===== config.mk =====
export PLATFORM = sky130hd
export DESIGN_NAME = sprite_rom_arbiter
export DESIGN_NICKNAME = d
export VERILOG_FILES = /design/src/rtl/sprite_rom_arbiter.sv
export SDC_FILE = /design/constraint.sdc
export NUM_CORES = 1
export LEC_CHECK = 0
export ABC_AREA = 1
export BUFFER_PORTS_ARGS = -buffer_cell sky130_fd_sc_hd__buf_2
export CORE_UTILIZATION = 50
export CTS_CLUSTER_SIZE = 25
export DETAILED_ROUTE_END_ITERATION = 10
export PLACE_DENSITY = 0.81
export SLEW_MARGIN = 20
export SYNTH_ARGS = -nofsm -noshare
export SYNTH_HDL_FRONTEND = slang
export SYNTH_SLANG_ARGS = --single-unit

===== constraint.sdc =====
create_clock -name clk -period 4.48 [get_ports clk]
set_input_delay 0.224 -clock clk [delete_from_list [all_inputs] [get_ports clk]]
set_output_delay 0.224 -clock clk [all_outputs]
set_load 0.03 [all_outputs]

===== src/rtl/sprite_rom_arbiter.sv =====
// Shares one synchronous sprite ROM read port between up to four pixel requesters,
// returning tagged read data after a fixed latency in grant order.

module sprite_rom_arbiter_chk #(
   parameter int N_REQ = 4
) (
   input logic             clk,
   input logic             rstn,
   input logic [N_REQ-1:0] gnt,
   input logic             rom_en,
   input logic             rd_valid,
   input logic             busy
);

   a_gnt_onehot : assert property (@(posedge clk) disable iff (!rstn) $onehot0(gnt));

   a_en_matches_gnt : assert property (@(posedge clk) disable iff (!rstn) rom_en == (|gnt));

   a_no_back_to_back : assert property (@(posedge clk) disable iff (!rstn)
      (gnt & $past(gnt)) == {N_REQ{1'b0}});

   a_rd_implies_busy : assert property (@(posedge clk) disable iff (!rstn) rd_valid |-> busy);

endmodule

module sprite_rom_arbiter #(
   parameter int N_REQ   = 4,
   parameter int ADDR_W  = 16,
   parameter int DATA_W  = 12,
   parameter int ROM_LAT = 2
) (
   input  logic                    clk,
   input  logic                    rstn,
   input  logic [N_REQ-1:0]        req,
   input  logic [N_REQ*ADDR_W-1:0] addr_in,
   input  logic                    prio_mode,
   input  logic                    stall,
   output logic [N_REQ-1:0]        gnt,
   output logic                    rom_en,
   output logic [ADDR_W-1:0]       rom_addr,
   input  logic [DATA_W-1:0]       rom_dout,
   output logic                    rd_valid,
   output logic [1:0]              rd_id,
   output logic [DATA_W-1:0]       rd_data,
   output logic                    busy
);

   logic [N_REQ-1:0]         gnt_r;
   logic                     rom_en_r;
   logic [ADDR_W-1:0]        rom_addr_r;
   logic [1:0]               ptr_r;
   logic [1:0]               gnt_idx_r;
   logic [ROM_LAT-1:0]       pipe_v_r;
   logic [ROM_LAT-1:0][1:0]  pipe_id_r;
   logic                     rd_valid_r;
   logic [1:0]               rd_id_r;
   logic [DATA_W-1:0]        rd_data_r;
   logic                     busy_r;

   logic [N_REQ-1:0]         elig_s;
   logic                     win_s;
   logic [1:0]               win_idx_s;
   logic                     grant_s;
   logic [N_REQ-1:0]         gnt_nxt_s;
   logic [ADDR_W-1:0]        addr_sel_s;
   logic                     busy_nxt_s;

   // The current holder is masked so a one-cycle-late req drop is not granted twice.
   assign elig_s  = req & ~gnt_r;
   assign grant_s = win_s & ~stall;

   // Winner selection: lowest index in fixed mode, first after ptr in round-robin.
   always_comb begin : arb_comb
      int   rr_idx_v;
      logic hit_v;
      win_s     = 1'b0;
      win_idx_s = 2'd0;
      rr_idx_v  = 0;
      hit_v     = 1'b0;
      if (prio_mode) begin
         for (int i = N_REQ - 1; i >= 0; i--) begin
            hit_v     = elig_s[i];
            win_idx_s = hit_v ? 2'(i) : win_idx_s;
            win_s     = win_s | hit_v;
         end
      end else begin
         // Walk offsets from farthest to nearest so the nearest hit is the one kept.
         for (int off = N_REQ; off >= 1; off--) begin
            rr_idx_v  = (int'(ptr_r) + off) % N_REQ;
            hit_v     = elig_s[rr_idx_v];
            win_idx_s = hit_v ? 2'(rr_idx_v) : win_idx_s;
            win_s     = win_s | hit_v;
         end
      end
   end

   // One-hot grant vector and winner address mux.
   always_comb begin
      gnt_nxt_s  = {N_REQ{1'b0}};
      addr_sel_s = {ADDR_W{1'b0}};
      for (int i = 0; i < N_REQ; i++) begin
         gnt_nxt_s[i] = grant_s & (win_idx_s == 2'(i));
         addr_sel_s   = (win_idx_s == 2'(i)) ? addr_in[i*ADDR_W +: ADDR_W] : addr_sel_s;
      end
   end

   // Next-cycle busy: anything that will be a rom_en, pipeline valid or rd_valid.
   assign busy_nxt_s = grant_s | rom_en_r | (|pipe_v_r);

   // Grant, ROM request and round-robin pointer registers.
   always_ff @(posedge clk or negedge rstn) begin
      if (!rstn) begin
         gnt_r      <= {N_REQ{1'b0}};
         rom_en_r   <= 1'b0;
         rom_addr_r <= {ADDR_W{1'b0}};
         ptr_r      <= 2'(N_REQ - 1);
         gnt_idx_r  <= 2'd0;
         busy_r     <= 1'b0;
      end else begin
         gnt_r    <= gnt_nxt_s;
         rom_en_r <= grant_s;
         busy_r   <= busy_nxt_s;
         if (grant_s) begin
            rom_addr_r <= addr_sel_s;
            ptr_r      <= win_idx_s;
            gnt_idx_r  <= win_idx_s;
         end
      end
   end

   // Return tag pipeline tracking reads through the ROM latency.
   always_ff @(posedge clk or negedge rstn) begin
      if (!rstn) begin
         pipe_v_r  <= {ROM_LAT{1'b0}};
         pipe_id_r <= {ROM_LAT{2'd0}};
      end else begin
         pipe_v_r[0]  <= rom_en_r;
         pipe_id_r[0] <= gnt_idx_r;
         for (int i = ROM_LAT - 1; i > 0; i--) begin
            pipe_v_r[i]  <= pipe_v_r[i-1];
            pipe_id_r[i] <= pipe_id_r[i-1];
         end
      end
   end

   // Output stage: captures ROM data alongside its requester tag.
   always_ff @(posedge clk or negedge rstn) begin
      if (!rstn) begin
         rd_valid_r <= 1'b0;
         rd_id_r    <= 2'd0;
         rd_data_r  <= {DATA_W{1'b0}};
      end else begin
         rd_valid_r <= pipe_v_r[ROM_LAT-1];
         rd_id_r    <= pipe_id_r[ROM_LAT-1];
         if (pipe_v_r[ROM_LAT-1]) begin
            rd_data_r <= rom_dout;
         end
      end
   end

   assign gnt      = gnt_r;
   assign rom_en   = rom_en_r;
   assign rom_addr = rom_addr_r;
   assign rd_valid = rd_valid_r;
   assign rd_id    = rd_id_r;
   assign rd_data  = rd_data_r;
   assign busy     = busy_r;

   sprite_rom_arbiter_chk #(.N_REQ(N_REQ)) u_chk (
      .clk      (clk),
      .rstn     (rstn),
      .gnt      (gnt_r),
      .rom_en   (rom_en_r),
      .rd_valid (rd_valid_r),
      .busy     (busy_r)
   );

endmodule


---- Yosys cells after proc, flatten, opt, wreduce, memory -nomap -nowiden ----
Index checks and enable logic that the tools add are counted.
storage, ports and cells
  register bits ........................... 47
  latch bits .............................. 0
  RAM bits ................................ 0
  ROM bits ................................ 0
  bits of input ports ..................... 84
  logic and storage cells ................. 75
  memories kept ........................... 0
cells by class
  $add $sub $neg .......................... 4
  $mul .................................... 0
  div/mod/pow operators ................... 0
  $lt $le $gt $ge ......................... 4
  equality and inequality tests ........... 3
  shift-type cells ........................ 0
  multiplexer cells ....................... 26
  bitwise operators ....................... 20
  reduce and logical (&&, ||, !) cells .... 6
operators with widths
  cell                 number
  $mux 16              4
  $mux 2               9
  $lt 3x4->1 const B   4
  $reduce_or 2->1      5
  $mux 1               9
  $bmux 1 s2           4
  $or 1x1->1           8
  $and 1x1->1          5
  $add 2x1->2 const B  2
  $add 2x2->2 const B  2
  $and 1x1->1 const A  4
  $and 4x4->4          1
  $eq 2x2->1 const B   2
  $not 4->4            1
  $eq 2x1->1 const B   1
  $logic_not 2->1      1
  $not 1->1            1

---- Depth between registers and ports, before layout ----
Gate-level depths: netlist (run 1).
  depth in word-level cells ............... 16
  gate-level depth with buffers ........... 19
  gate-level depth less buffers ........... 17

---- Worst setup path after synthesis (run 1) ----
No wires, ideal clock.
  path type ............................... reg-to-reg
  start point ............................. register ptr_r[0]
  end point ............................... register rom_addr_r[0] (netlist: rom_addr[0])
  arrival ................................. 1.853 ns
  required time ........................... 4.363 ns
  path slack .............................. 2.511 ns
  stages on the path, launching flop included .. 17
  path buffers ............................ 3
  period minus slack after synthesis ...... 1.969 ns
  cell sequence ........................... dfstp_2 buf_6 inv_6 nand2_1 nand2_1 nand2_1 nand2_1 nor2_2 a21oi_4 nand2_4 nand2_4 buf_8 buf_4 nand3_1 nand4_1 nand2_1 nand2_1
between the ends
  cells in the longest elaborated chain, start to end .. 14
  elaborated cells between the ends (all ways) .. 34
RTL lines
  item                                        line  text
  start: declaration                          51    logic [1:0] ptr_r;
  start signal: assignment                    116   ptr_r <= 2'(N_REQ - 1);
  start signal: assignment                    125   ptr_r <= win_idx_s;
  $add 2x1->2                                 89    rr_idx_v = (int'(ptr_r) + off) % N_REQ;
  $bmux 1 s2                                  90    hit_v = elig_s[rr_idx_v];
  $mux 1 (implied by the code) (2 in series)  90
  $mux 2 (4 in series)                        91    win_idx_s = hit_v ? 2'(rr_idx_v) : win_idx_s;
  $mux 2                                      80    if (prio_mode) begin
  $logic_not 2->1                             103   addr_sel_s = (win_idx_s == 2'(i)) ? addr_in[i*ADDR_W +: ADDR_W] : addr_sel_s;
  $mux 16 (4 in series)                       103
  end signal: assignment                      115   rom_addr_r <= {ADDR_W{1'b0}};
  end signal: assignment                      124   rom_addr_r <= addr_sel_s;
  end: declaration                            50    logic [ADDR_W-1:0] rom_addr_r;
Several ways; a longest one is shown, not always the timed one. The select of a mux whose other input is x is not followed.
A chain may end at the register's enable or synchronous reset.

---- Final worst setup path (run 1) ----
  start point ............................. register ptr_r[0]
  end point ............................... register rom_addr_r[1] (netlist: rom_addr[1])
Same word-level chain as after synthesis.

==> results.rst, run 1 <==
.. list-table::
   :header-rows: 1

   * - Metric
     - Value
   * - Worst Setup SP
     - ptr_r[0]
   * - Die Wd
     - 73.8 um
   * - Transition time at the pin with the least slew margin
     - 996 ps
   * - Aggregate global-route resource usage
     - 25.1%
   * - Initial Util
     - 53.1%
   * - Overall die area
     - 0.00544 sq mm
   * - Initial antenna violation count
     - 0
   * - Proportion of synthesized chip area in sequential cells
     - 45.8%
   * - Detail-routed net length per standard cell
     - 12.9 um
   * - Number of nets in the synthesized netlist
     - 401
   * - Setup violators final
     - 0
   * - CTS Root Cell
     - sky130_fd_sc_hd__clkbuf_8
   * - Distinct cell type count after synthesis
     - 26
   * - GRT overflow
     - 0
   * - Port Buffer Count
     - 120
   * - Core region area
     - 0.00485 sq mm
   * - Pin count of the biggest net entering global routing
     - 48
   * - Ant. Diodes
     - 0
   * - Number of global-route vias before repair
     - 2390
   * - Finished layout cell area
     - 0.00328 sq mm
   * - Combined area of all synthesized cells
     - 0.00257 sq mm
   * - Post-detailed-placement half-perimeter wirelength
     - 4770 um
   * - Power per Cell Area
     - 669 mW/mm^2
   * - Crit-path cells
     - nand3_1, nand2_1, nand2_1, nand2_1, nand2_2, nand3_2, nand2_2, nand2_4, nand2_4, nor2_4, nand2_1, nand2_1, nor2_1, a21oi_1
   * - Total number of vias
     - 2525
   * - Post-route antenna net violation count
     - 0
   * - Number of sinks handled by clock tree synthesis
     - 47
   * - Site row count
     - 25
   * - Worst-case vdd ir drop
     - 0.338 mV
   * - Crit-path most repeated cell
     - sky130_fd_sc_hd__nand2_1
   * - Achievable frequency
     - 0.385 GHz
   * - Element type at the critical path start
     - register
   * - Maximum count of clock buffers along a single path
     - 2
   * - Synth top area cells
     - sky130_fd_sc_hd__dfrtp_1 44%, sky130_fd_sc_hd__nand2_1 14%, sky130_fd_sc_hd__nand3_1 6.2%
   * - Final estimated routing congestion in global placement
     - 0.844
   * - Post-synthesis cell count
     - 317
   * - Maximum fanout count along the critical path
     - 39
   * - Count of pins on the block boundary
     - 121
   * - Kind of cell adding the most delay to the critical path
     - simple AND/OR/NAND/NOR gates
   * - Via density per instance
     - 5.06
   * - Reg-to-reg endpoint
     - rom_addr[1]
   * - Detailed-router iteration count before antenna repair
     - 4
   * - Clock transition at the registers of the reported paths
     - 90 ps
   * - Final #Nets
     - 515
   * - Yosys top cell by area
     - sky130_fd_sc_hd__dfrtp_1
   * - Number of instances in the placed design
     - 490
   * - Routed wire length
     - 6440 um
   * - Slowest cell on the critical path
     - sky130_fd_sc_hd__dfstp_2
   * - Worst min path class
     - in2reg
   * - First-pass GRT wire length
     - 10500 um
   * - Height of the chip
     - 73.8 um
   * - Setup repair after global routing missed its margin
     - no
   * - Start-to-end type of the worst setup path
     - reg2reg
   * - Max stage delay on crit path
     - 680 ps
   * - TritonCTS clock tree
     - done
   * - Depth of the worst register-to-register path
     - 14
   * - Fraction of layout instances using a drive strength above 1
     - 38.9%
   * - H-Tree Level Count
     - 2
   * - Min Tclk post-route
     - 2600 ps
   * - Slew Viols, Final
     - 0
   * - Capture point of the critical path
     - rom_addr[1]
   * - Avg Cell Area, Syn
     - 8.12 sq um
   * - Final Hold Viols
     - 0
   * - TritonCTS Buffers
     - 5
   * - Summed negative setup slack over all endpoints
     - 0 ps
   * - Layout area overhead
     - 27.4%
   * - R2R setup slack
     - 1880 ps
   * - P_leak
     - 0.00182 uW
   * - Post-route non-filler standard cell count
     - 499
   * - Clock skew
     - 9.52 ps
   * - Result of the run
     - complete, no violations
   * - CP required
     - 4730 ps
   * - Worst endpoint data arrival time
     - 2840 ps
   * - Number of synthesized register bits
     - 47
   * - Clock Latency Late Sink
     - 310 ps
   * - Number of cells on the critical path
     - 14
   * - Setup repair bufs after CTS
     - 0
   * - CP Capture Type
     - register
   * - Worst setup margin
     - 1880 ps
   * - Max_cap viols
     - 0
   * - Headroom to the max-slew limit
     - 33.6%
   * - Number of synthesis warnings
     - 0
   * - Detailed Route Iter0 Violations
     - 192
   * - DRC violation count after routing
     - 0
   * - Post-place setup slack
     - 1920 ps
   * - Final clock period utilization by the worst path
     - 58.0%
   * - Startpoint of the worst-slack reg-to-reg timing path
     - ptr_r[0]
   * - Count of buffer and inverter cells on the critical path
     - 0
   * - Area post-placement
     - 0.00315 sq mm
   * - Portion of synthesized cell area occupied by the leading cell type
     - 43.7%
==> stage by stage <==
| stage | hold WS [ps] | util, % | total power [uW] |
|---|---|---|---|
| after detailed placement | 335 | 65.0 | 1870 |
| after global routing | 140 | 67.7 | 2370 |
| final | 135 | 67.7 | 2200 |
| after floorplan | -71.6 | - | 1650 |
| after CTS | 117 | 67.4 | 2190 |
| after global placement | 333 | 65.0 | 1840 |
==> state kept, by name (all words and copies together), names as in the netlist, 2 cells and up <==
name / flops
pipe_id_r: 4
pipe_v_r: 2
gnt: 4
gnt_idx_r: 2
rom_addr: 16
rd_id: 2
rd_data: 12
ptr_r: 2
==> what timing repair did <==
action                                 4_1_cts  5_1_grt
endpoints found under the hold margin        0       45
resized for setup                            0        0
hold buffers                                 0        1
==> layout by cell type (no fill, tap or decap) <==
| cell | Yosys | routed |
|---|---|---|
| sky130_fd_sc_hd__nand3_1 | 32 | 32 |
| sky130_fd_sc_hd__nor2_2 | 1 | 2 |
| sky130_fd_sc_hd__dfstp_2 | 2 | 2 |
| sky130_fd_sc_hd__a21oi_1 | 7 | 7 |
| sky130_fd_sc_hd__nand2_4 | 2 | 2 |
| sky130_fd_sc_hd__a21boi_2 | 1 | 1 |
| sky130_fd_sc_hd__clkinvlp_4 | 0 | 1 |
| sky130_fd_sc_hd__bufinv_16 | 0 | 1 |
| sky130_fd_sc_hd__dfrtp_1 | 45 | 45 |
| sky130_fd_sc_hd__nand3_2 | 10 | 10 |
| sky130_fd_sc_hd__nor3_1 | 7 | 7 |
| sky130_fd_sc_hd__buf_2 | 3 | 119 |
| sky130_fd_sc_hd__nand2_2 | 6 | 6 |
| sky130_fd_sc_hd__o21ai_0 | 9 | 9 |
| sky130_fd_sc_hd__clkbuf_8 | 0 | 5 |
| sky130_fd_sc_hd__dlygate4sd3_1 | 0 | 1 |
| sky130_fd_sc_hd__nand4_1 | 16 | 16 |
| sky130_fd_sc_hd__nor2_1 | 20 | 19 |
| sky130_fd_sc_hd__inv_2 | 2 | 2 |
| sky130_fd_sc_hd__mux2_2 | 12 | 12 |
| sky130_fd_sc_hd__a21oi_4 | 1 | 1 |
| sky130_fd_sc_hd__inv_6 | 1 | 2 |
| sky130_fd_sc_hd__nand2_1 | 98 | 98 |
| sky130_fd_sc_hd__inv_1 | 30 | 30 |
| sky130_fd_sc_hd__buf_4 | 4 | 1 |
| sky130_fd_sc_hd__nor2_4 | 1 | 1 |
==> report_power, final <==
group | internal [uW] | leakage [uW] | switching (uW)
Sequential | 577 | 0.000565 | 89.8
Combinational | 362 | 0.00120 | 846
Clock | 168 | 0.0000548 | 152
==> layer usage <==
| metal | up-vias | global-route usage, % | routed length (um) |
|---|---|---|---|
| met5 | - | 0 | 0 |
| met4 | 0 | 8.55 | 62 |
| li1 | 1250 | - | - |
| met1 | 1159 | 31.7 | 2690 |
| met3 | 5 | 4.80 | 448 |
| met2 | 111 | 43.0 | 3230 |
==> worst min-delay path by stage <==
stage	startpoint	to	slack [ps]	depth (start not counted)
floorplan	rstn	busy	-70	0
global placement	pipe_id_r[0]	pipe_id_r[2]	330	0
detailed placement	pipe_id_r[0]	pipe_id_r[2]	330	0
CTS	rstn	rom_addr[15]	120	1
global route	rom_dout[4]	rd_data[4]	140	2
finish	rom_dout[10]	rd_data[10]	140	2
==> synthesized netlist by cell type, drive strengths merged <==
cell and n:
a21boi 1, a21oi 8, buf 12, clkbuf 2, dfrtp 45, dfstp 2, inv 33, mux2 12
nand2 106, nand3 42, nand4 16, nor2 22, nor3 7, o21ai 9
==> cells by family (layout without fill, tap and decap cells) <==
logic type / after synthesis / after routing / synth area share, %
flip-flops: 47 / 47 / 45.8
AO/OA/AOI/OAI: 18 / 18 / 4.18
AND/OR/NAND/NOR: 193 / 193 / 35.6
buffers and inverters: 47 / 162 / 9.23
multiplexers: 12 / 12 / 5.25
==> layout make-up <==
cell class / instances / area [sq um]
Clock buffer: 5 / 68.8
Tap cell: 67 / 83.8
Timing Repair Buffer: 121 / 613
Multi-Input combinational cell: 223 / 1160
Clock inverter: 3 / 46.3
Inverter: 33 / 129
Fill cell: 395 / 1570
Sequential cell: 47 / 1180
Note: power is estimated with default switching activity, not from simulation.
==> run 2, diff against run 1 <==
CORE_UTILIZATION = 42   (was 50)
PLACE_DENSITY = 0.72   (was 0.81)
clock period = 2.33 ns   (was 4.48 ns; I/O delays follow)
==> run 2 against run 1 <==
Highest routed layer unchanged; the run now ends with design-rule violations left; first-iteration DRC count fell by 40%; sequential share of layout area fell by 1.9 points; core utilization fell by 9.1 points; global-route usage fell by 2.8 points; routed wire length rose by 7.1%; clock-buffer cell count did not move; register-to-register slack got worse by 1700 ps.
==> results.rst, run 2 (synthesized netlist as in run 1, its figures left out) <==
.. list-table::
   :header-rows: 1

   * - Metric
     - Value
   * - Pin count of the biggest net entering global routing
     - 31 (was 48)
   * - Clock transition at the registers of the reported paths
     - 100 ps (was 90 ps)
   * - Slew Viols, Final
     - 0 (unchanged)
   * - R2R setup slack
     - 170 ps (was 1880 ps)
   * - Via density per instance
     - 4.99 (was 5.06)
   * - Post-place setup slack
     - -21.7 ps (was 1920 ps)
   * - Min Tclk post-route
     - 2160 ps (was 2600 ps)
   * - Post-route antenna net violation count
     - 0 (unchanged)
   * - GRT overflow
     - 0 (unchanged)
   * - Start-to-end type of the worst setup path
     - reg2reg (unchanged)
   * - Final Hold Viols
     - 0 (unchanged)
   * - Maximum count of clock buffers along a single path
     - 2 (unchanged)
   * - Number of sinks handled by clock tree synthesis
     - 47 (unchanged)
   * - Worst setup margin
     - 166 ps (was 1880 ps)
   * - Site row count
     - 28 (was 25)
   * - Finished layout cell area
     - 0.00347 sq mm (was 0.00328 sq mm)
   * - Fraction of layout instances using a drive strength above 1
     - 42.3% (was 38.9%)
   * - Final estimated routing congestion in global placement
     - 0.909 (was 0.844)
   * - Detailed Route Iter0 Violations
     - 115 (was 192)
   * - First-pass GRT wire length
     - 11200 um (was 10500 um)
   * - Crit-path cells
     - nand3_1, nand2_1, nand2_1, nand2_1, nand2_2, nand3_2, nand2_2, nand2_4, nand2_8, nor2_4, buf_4, nand2_1, nand2_1, nor2_1, a21oi_1 (was nand3_1, nand2_1, nand2_1, nand2_1, nand2_2, nand3_2, nand2_2, nand2_4, nand2_4, nor2_4, nand2_1, nand2_1, nor2_1, a21oi_1)
   * - TritonCTS Buffers
     - 5 (unchanged)
   * - Reg-to-reg endpoint
     - rom_addr[11] (was rom_addr[1])
   * - Routed wire length
     - 6890 um (was 6440 um)
   * - Aggregate global-route resource usage
     - 22.3% (was 25.1%)
   * - Initial Util
     - 43.5% (was 53.1%)
   * - Max reg flops
     - 16 (unchanged)
   * - Fillcell total
     - 545 (was 395)
   * - Detailed-router iteration count before antenna repair
     - 7 (was 4)
   * - Source of the worst hold timing path
     - rom_dout[5] (was rom_dout[10])
   * - Summed negative setup slack over all endpoints
     - 0 ps (unchanged)
   * - Max stage delay on crit path
     - 660 ps (was 680 ps)
   * - Count of buffer and inverter cells on the critical path
     - 1 (was 0)
   * - Crit-path most repeated cell
     - sky130_fd_sc_hd__nand2_1 (unchanged)
   * - Area occupied by registers
     - 0.00118 sq mm (unchanged)
   * - P_leak
     - 0.00192 uW (was 0.00182 uW)
   * - Violated checks
     - design-rule violations
   * - Depth of the worst register-to-register path
     - 15 (was 14)
   * - Headroom to the max-slew limit
     - 55.2% (was 33.6%)
   * - Worst min path class
     - in2reg (unchanged)
   * - Detail-routed net length per standard cell
     - 13.1 um (was 12.9 um)
   * - Final #Nets
     - 535 (was 515)
   * - Worst Setup SP
     - ptr_r[0] (unchanged)
   * - Ant. Diodes
     - 0 (unchanged)
   * - Max_cap viols
     - 0 (unchanged)
   * - Result of the run
     - finished with violations (was complete, no violations)
   * - Startpoint of the worst-slack reg-to-reg timing path
     - ptr_r[0] (unchanged)
   * - Total number of vias
     - 2630 (was 2525)
   * - Post-detailed-placement half-perimeter wirelength
     - 5260 um (was 4770 um)
   * - Clock Latency Late Sink
     - 310 ps (about the same)
   * - Final clock period utilization by the worst path
     - 92.9% (was 58.0%)
   * - Setup repair after global routing missed its margin
     - yes (was no)
   * - Overall die area
     - 0.00645 sq mm (was 0.00544 sq mm)
   * - Height of the chip
     - 80.3 um (was 73.8 um)
   * - CP required
     - 2560 ps (was 4730 ps)
   * - CTS Root Cell
     - sky130_fd_sc_hd__clkbuf_8 (unchanged)
   * - Final Total Pwr
     - 4600 uW (was 2200 uW)
   * - Maximum fanout count along the critical path
     - 10 (was 39)
   * - Layout area overhead
     - 34.7% (was 27.4%)
   * - Clock skew
     - 12.3 ps (was 9.52 ps)
   * - Endpoint of the worst hold path
     - rd_data[5] (was rd_data[10])
   * - CP Capture Type
     - register (unchanged)
   * - Worst-case vdd ir drop
     - 0.719 mV (was 0.338 mV)
   * - Initial antenna violation count
     - 0 (unchanged)
   * - Achievable frequency
     - 0.462 GHz (was 0.385 GHz)
   * - H-Tree Level Count
     - 2 (unchanged)
   * - Port Buffer Count
     - 120 (unchanged)
   * - Slowest cell on the critical path
     - sky130_fd_sc_hd__dfstp_2 (unchanged)
   * - Worst endpoint data arrival time
     - 2390 ps (was 2840 ps)
   * - Element type at the critical path start
     - register (unchanged)
   * - Area post-placement
     - 0.00324 sq mm (was 0.00315 sq mm)
   * - Most common cell after layout, fill and taps aside
     - sky130_fd_sc_hd__buf_2 (unchanged)
   * - Setup violators final
     - 0 (unchanged)
   * - DRC violation count after routing
     - 1 (was 0)
   * - Worst hold path stage count
     - 2 (unchanged)
   * - Area occupied by multi-input gates
     - 0.00118 sq mm (was 0.00116 sq mm)
   * - Transition time at the pin with the least slew margin
     - 672 ps (was 996 ps)
   * - Number of global-route vias before repair
     - 2514 (was 2390)
   * - Count of pins on the block boundary
     - 121 (unchanged)
   * - Die Wd
     - 80.3 um (was 73.8 um)
   * - Leading cell types in the layout, fill and taps excluded
     - 120 x sky130_fd_sc_hd__buf_2, 98 x sky130_fd_sc_hd__nand2_1, 45 x sky130_fd_sc_hd__dfrtp_1 (was 119 x sky130_fd_sc_hd__buf_2, 98 x sky130_fd_sc_hd__nand2_1, 45 x sky130_fd_sc_hd__dfrtp_1)
   * - Power per Cell Area
     - 1330 mW/mm^2 (was 669 mW/mm^2)
   * - Kind of cell adding the most delay to the critical path
     - simple AND/OR/NAND/NOR gates (unchanged)
   * - TritonCTS clock tree
     - done (unchanged)
   * - Core region area
     - 0.00592 sq mm (was 0.00485 sq mm)
## run 2: cell type report
type / instances / area share (%)
tap: 75 / 2.71
sequential: 47 / 34.0
inverter: 33 / 3.72
clock buffer: 5 / 1.98
timing repair buffer: 141 / 22.2
multi-input combinational: 223 / 34.1
clock inverter: 3 / 1.37
## run 2: metrics by stage
stage | std cells | utilization (%) | hold WS, ps
floorplan | 317 | - | -179
global placement | 508 | 54.7 | 188
detailed placement | 508 | 54.7 | 195
CTS | 520 | 57.2 | 30.7
global route | 527 | 58.6 | 29.1
finish | 527 | 58.6 | 36.0
## run 2: how the worst max path moves through the flow
stage	end	slack (ps)	depth (start not counted)
after detailed placement	rom_addr[14]	-20	15
final	rom_addr[11]	170	15
after floorplan	rom_addr[0]	360	16
after global placement	rom_addr[14]	150	15
after CTS	rom_addr[11]	90	13
after global routing	rom_addr[12]	-50	16
## run 2: what timing repair did
action	4_1_cts	5_1_grt
buffers inserted	3	7
gates resized for setup	0	7
hold endpoints to repair	27	0
pin swaps	1	4
cloned	0	0
hold buffers	1	0
endpoints found under the setup margin	2	16
## run 2: routing by layer
layer  part of all wire, %  track usage [%]  vias to the layer above  wire (um)
li1                      -                -                     1291          -
met2                    49             39.3                      110       3400
met1                    42             26.9                     1209       2910
met3                   5.6             4.32                       20        383
met4                   2.9             8.21                        0        198
met5                     0                0                        -          0
## run 2: power breakdown
group | total (uW) | internal [uW] | switching [uW]
Clock | 617 | 325 | 292
Sequential | 1280 | 1110 | 174
Combinational | 2700 | 962 | 1740
Total | 4600 | 2400 | 2200
## run 2: worst register-to-register path, cell delays in order (launching register included)
cell and delay [ps]:
sky130_fd_sc_hd__dfstp_2 660, sky130_fd_sc_hd__nand3_1 140, sky130_fd_sc_hd__nand2_1 110, sky130_fd_sc_hd__nand2_1 70
sky130_fd_sc_hd__nand2_1 90, sky130_fd_sc_hd__nand2_2 90, sky130_fd_sc_hd__nand3_2 80, sky130_fd_sc_hd__nand2_2 60
sky130_fd_sc_hd__nand2_4 120, sky130_fd_sc_hd__nand2_8 90, sky130_fd_sc_hd__nor2_4 160, sky130_fd_sc_hd__buf_4 150
sky130_fd_sc_hd__nand2_1 50, sky130_fd_sc_hd__nand2_1 50, sky130_fd_sc_hd__nor2_1 40, sky130_fd_sc_hd__a21oi_1 150
==> run 3, diff against run 2 <==
CORE_UTILIZATION = 47   (was 42)
PLACE_DENSITY = 0.77   (was 0.72)
clock period = 2.2 ns   (was 2.33 ns; I/O delays follow)
==> run 3 against run 2 <==
The run now ends clean; critical path depth did not move; sequential power increased by 6%; first-iteration DRC count increased by 20%; highest routed layer unchanged; power up 6.5%; flip-flop and latch count unchanged; clock-buffer cell count unchanged; sequential share of layout area fell by 0.64 points; combinational power is 11% higher; die area shrank 10%; critical endpoint is now rom_addr[1]; clock power is 12% lower.
==> results.rst, run 3 (synthesized netlist as in run 1, its figures left out) <==
.. list-table::
   :header-rows: 1

   * - Metric
     - Value
   * - Result of the run
     - complete, no violations (was finished with violations)
   * - Worst endpoint data arrival time
     - 2430 ps (was 2390 ps)
   * - Fraction of layout instances using a drive strength above 1
     - 45.1% (was 42.3%)
   * - Clock transition at the registers of the reported paths
     - 90 ps (was 100 ps)
   * - TritonCTS clock tree
     - done (unchanged)
   * - DRC violation count after routing
     - 0 (was 1)
   * - Headroom to the max-slew limit
     - 61.9% (was 55.2%)
   * - Achievable frequency
     - 0.457 GHz (was 0.462 GHz)
   * - Reg-to-reg endpoint
     - rom_addr[1] (was rom_addr[11])
   * - Post-route non-filler standard cell count
     - 520 (was 527)
   * - Min Tclk post-route
     - 2190 ps (was 2160 ps)
   * - R2R setup slack
     - 10 ps (was 170 ps)
   * - CP Capture Type
     - register (unchanged)
   * - Number of instances in the placed design
     - 507 (was 508)
   * - Finished layout cell area
     - 0.00353 sq mm (was 0.00347 sq mm)
   * - Final clock period utilization by the worst path
     - 99.5% (was 92.9%)
   * - Crit-path most repeated cell
     - sky130_fd_sc_hd__nand2_1 (unchanged)
   * - Total number of vias
     - 2647 (was 2630)
   * - Depth of the worst register-to-register path
     - 15 (unchanged)
   * - Detail-routed net length per standard cell
     - 13.4 um (was 13.1 um)
   * - Start-to-end type of the worst setup path
     - reg2reg (unchanged)
   * - P_leak
     - 0.00192 uW (about the same)
   * - Initial antenna violation count
     - 0 (unchanged)
   * - Final estimated routing congestion in global placement
     - 0.991 (was 0.909)
   * - Startpoint of the worst-slack reg-to-reg timing path
     - ptr_r[0] (unchanged)
   * - Worst min path class
     - in2reg (unchanged)
   * - Leading cell types in the layout, fill and taps excluded
     - 120 x sky130_fd_sc_hd__buf_2, 85 x sky130_fd_sc_hd__nand2_1, 45 x sky130_fd_sc_hd__dfrtp_1 (was 120 x sky130_fd_sc_hd__buf_2, 98 x sky130_fd_sc_hd__nand2_1, 45 x sky130_fd_sc_hd__dfrtp_1)
   * - CTS Root Cell
     - sky130_fd_sc_hd__clkbuf_8 (unchanged)
   * - Core region area
     - 0.00520 sq mm (was 0.00592 sq mm)
   * - Worst hold path stage count
     - 2 (unchanged)
   * - CP required
     - 2440 ps (was 2560 ps)
   * - H-Tree Level Count
     - 2 (unchanged)
   * - Aggregate global-route resource usage
     - 24.3% (was 22.3%)
   * - Setup repair after global routing missed its margin
     - yes (unchanged)
   * - Maximum fanout count along the critical path
     - 7 (was 10)
   * - Die Wd
     - 76.0 um (was 80.3 um)
   * - Max stage delay on crit path
     - 640 ps (was 660 ps)
   * - Layout area overhead
     - 37.3% (was 34.7%)
   * - Detailed Route Iter0 Violations
     - 138 (was 115)
   * - Max reg flops
     - 16 (unchanged)
   * - Final #Nets
     - 533 (was 535)
   * - Slowest cell on the critical path
     - sky130_fd_sc_hd__dfstp_2 (unchanged)
   * - Initial Util
     - 49.5% (was 43.5%)
   * - Endpoint of the worst hold path
     - rd_data[2] (was rd_data[5])
   * - Ant. Diodes
     - 0 (unchanged)
   * - Maximum count of clock buffers along a single path
     - 2 (unchanged)
   * - Number of global-route vias before repair
     - 2444 (was 2514)
   * - Port Buffer Count
     - 120 (unchanged)
   * - Crit-path cells
     - clkinv_4, nand3_2, nand2_2, nand2_2, nand2_1, nor2_2, a21oi_4, nand2_4, nand2_8, nor2_4, buf_6, nand2_1, nand2_1, nor2_1, a21oi_1 (was nand3_1, nand2_1, nand2_1, nand2_1, nand2_2, nand3_2, nand2_2, nand2_4, nand2_8, nor2_4, buf_4, nand2_1, nand2_1, nor2_1, a21oi_1)
   * - Most common cell after layout, fill and taps aside
     - sky130_fd_sc_hd__buf_2 (unchanged)
   * - Element type at the critical path start
     - register (unchanged)
   * - Power per Cell Area
     - 1390 mW/mm^2 (was 1330 mW/mm^2)
   * - Height of the chip
     - 76.0 um (was 80.3 um)
   * - Source of the worst hold timing path
     - rom_dout[2] (was rom_dout[5])
   * - Final Hold Viols
     - 0 (unchanged)
   * - Clock skew
     - 9.82 ps (was 12.3 ps)
   * - Area post-placement
     - 0.00326 sq mm (was 0.00324 sq mm)
   * - Post-route antenna net violation count
     - 0 (unchanged)
   * - Max_cap viols
     - 0 (unchanged)
   * - Post-detailed-placement half-perimeter wirelength
     - 5180 um (was 5260 um)
   * - GRT overflow
     - 0 (unchanged)
   * - Slew Viols, Final
     - 0 (unchanged)
   * - Routed wire length
     - 6980 um (was 6890 um)
   * - Worst-case vdd ir drop
     - 1.12 mV (was 0.719 mV)
   * - Count of buffer and inverter cells on the critical path
     - 2 (was 1)
   * - Clock Latency Late Sink
     - 310 ps (about the same)
   * - Site row count
     - 26 (was 28)
   * - First-pass GRT wire length
     - 11000 um (was 11200 um)
   * - Count of pins on the block boundary
     - 121 (unchanged)
   * - Kind of cell adding the most delay to the critical path
     - simple AND/OR/NAND/NOR gates (unchanged)
   * - TritonCTS Buffers
     - 5 (unchanged)
   * - Setup violators final
     - 0 (unchanged)
   * - Detailed-router iteration count before antenna repair
     - 4 (was 7)
   * - Transition time at the pin with the least slew margin
     - 572 ps (was 672 ps)
   * - Number of sinks handled by clock tree synthesis
     - 47 (unchanged)
   * - Via density per instance
     - 5.09 (was 4.99)
   * - Pin count of the biggest net entering global routing
     - 26 (was 31)
   * - Overall die area
     - 0.00578 sq mm (was 0.00645 sq mm)
==> run 3: cell count changes in the layout (fill, tap and decap cells not counted), moves of 2 or more <==
cell,before,now
sky130_fd_sc_hd__nand3_2,11,9
sky130_fd_sc_hd__buf_4,18,12
sky130_fd_sc_hd__nand3_4,0,3
sky130_fd_sc_hd__clkinvlp_4,0,2
sky130_fd_sc_hd__nand2_2,6,16
sky130_fd_sc_hd__buf_8,0,2
sky130_fd_sc_hd__nand2_1,98,85
sky130_fd_sc_hd__nand2_4,1,5
==> run 3: stage by stage <==
| stage | total power, uW | hold slack [ps] | setup TNS, ps | setup WS (ps) | utilization [%] |
|---|---|---|---|---|---|
| 5_1_grt | 5270 | 23.4 | -1280 | -145 | 67.9 |
| 3_3_place_gp | 3960 | 119 | 0 | 123 | 62.7 |
| 6_report | 4900 | 26.1 | 0 | 11.5 | 67.9 |
| 4_1_cts | 4580 | 20.5 | 0 | 35.8 | 64.8 |
| 3_5_place_dp | 4020 | 129 | -4.72 | -4.72 | 62.7 |
| 2_1_floorplan | 3360 | -186 | 0 | 231 | - |
==> run 3: how the worst max path moves through the flow <==
stage | start | to | slack (ps) | cells past startpoint
global placement | ptr_r[0] | rom_addr[2] | 120 | 15
finish | ptr_r[0] | rom_addr[1] | 10 | 15
detailed placement | ptr_r[0] | rom_addr[2] | -5 | 13
global route | ptr_r[0] | rom_addr[8] | -150 | 16
CTS | ptr_r[0] | rom_addr[2] | 40 | 13
floorplan | ptr_r[0] | rom_addr[0] | 230 | 16
==> run 3: report_power, final <==
part	internal, uW	switching (uW)
clock	228	313
sequential	1180	183
combinational	1070	1930
total	2470	2430
==> run 3: cell type report <==
| type | instances | area [sq um] |
|---|---|---|
| clock buffer | 5 | 68.8 |
| clock inverter | 3 | 23.8 |
| fill | 425 | 1670 |
| inverter | 33 | 129 |
| multi-input combinational | 224 | 1270 |
| sequential | 47 | 1180 |
| tap | 70 | 87.6 |
| timing repair buffer | 138 | 773 |
==> run 3: per-layer routing <==
layer	GRT usage [%]	wire [um]	vias up
met5	0	0	-
met4	11.2	125	0
met3	4.31	476	10
met2	43.2	3630	119
met1	28.5	2750	1228
li1	-	-	1290
==> run 3: repair_timing <==
action / CTS / global route
pin swaps: 0 / 12
gates resized for setup: 0 / 33
hold endpoints to repair: 24 / 0
setup endpoints to repair: 1 / 20
setup buffers: 1 / 2
hold buffers: 1 / 0
gates cloned: 0 / 1
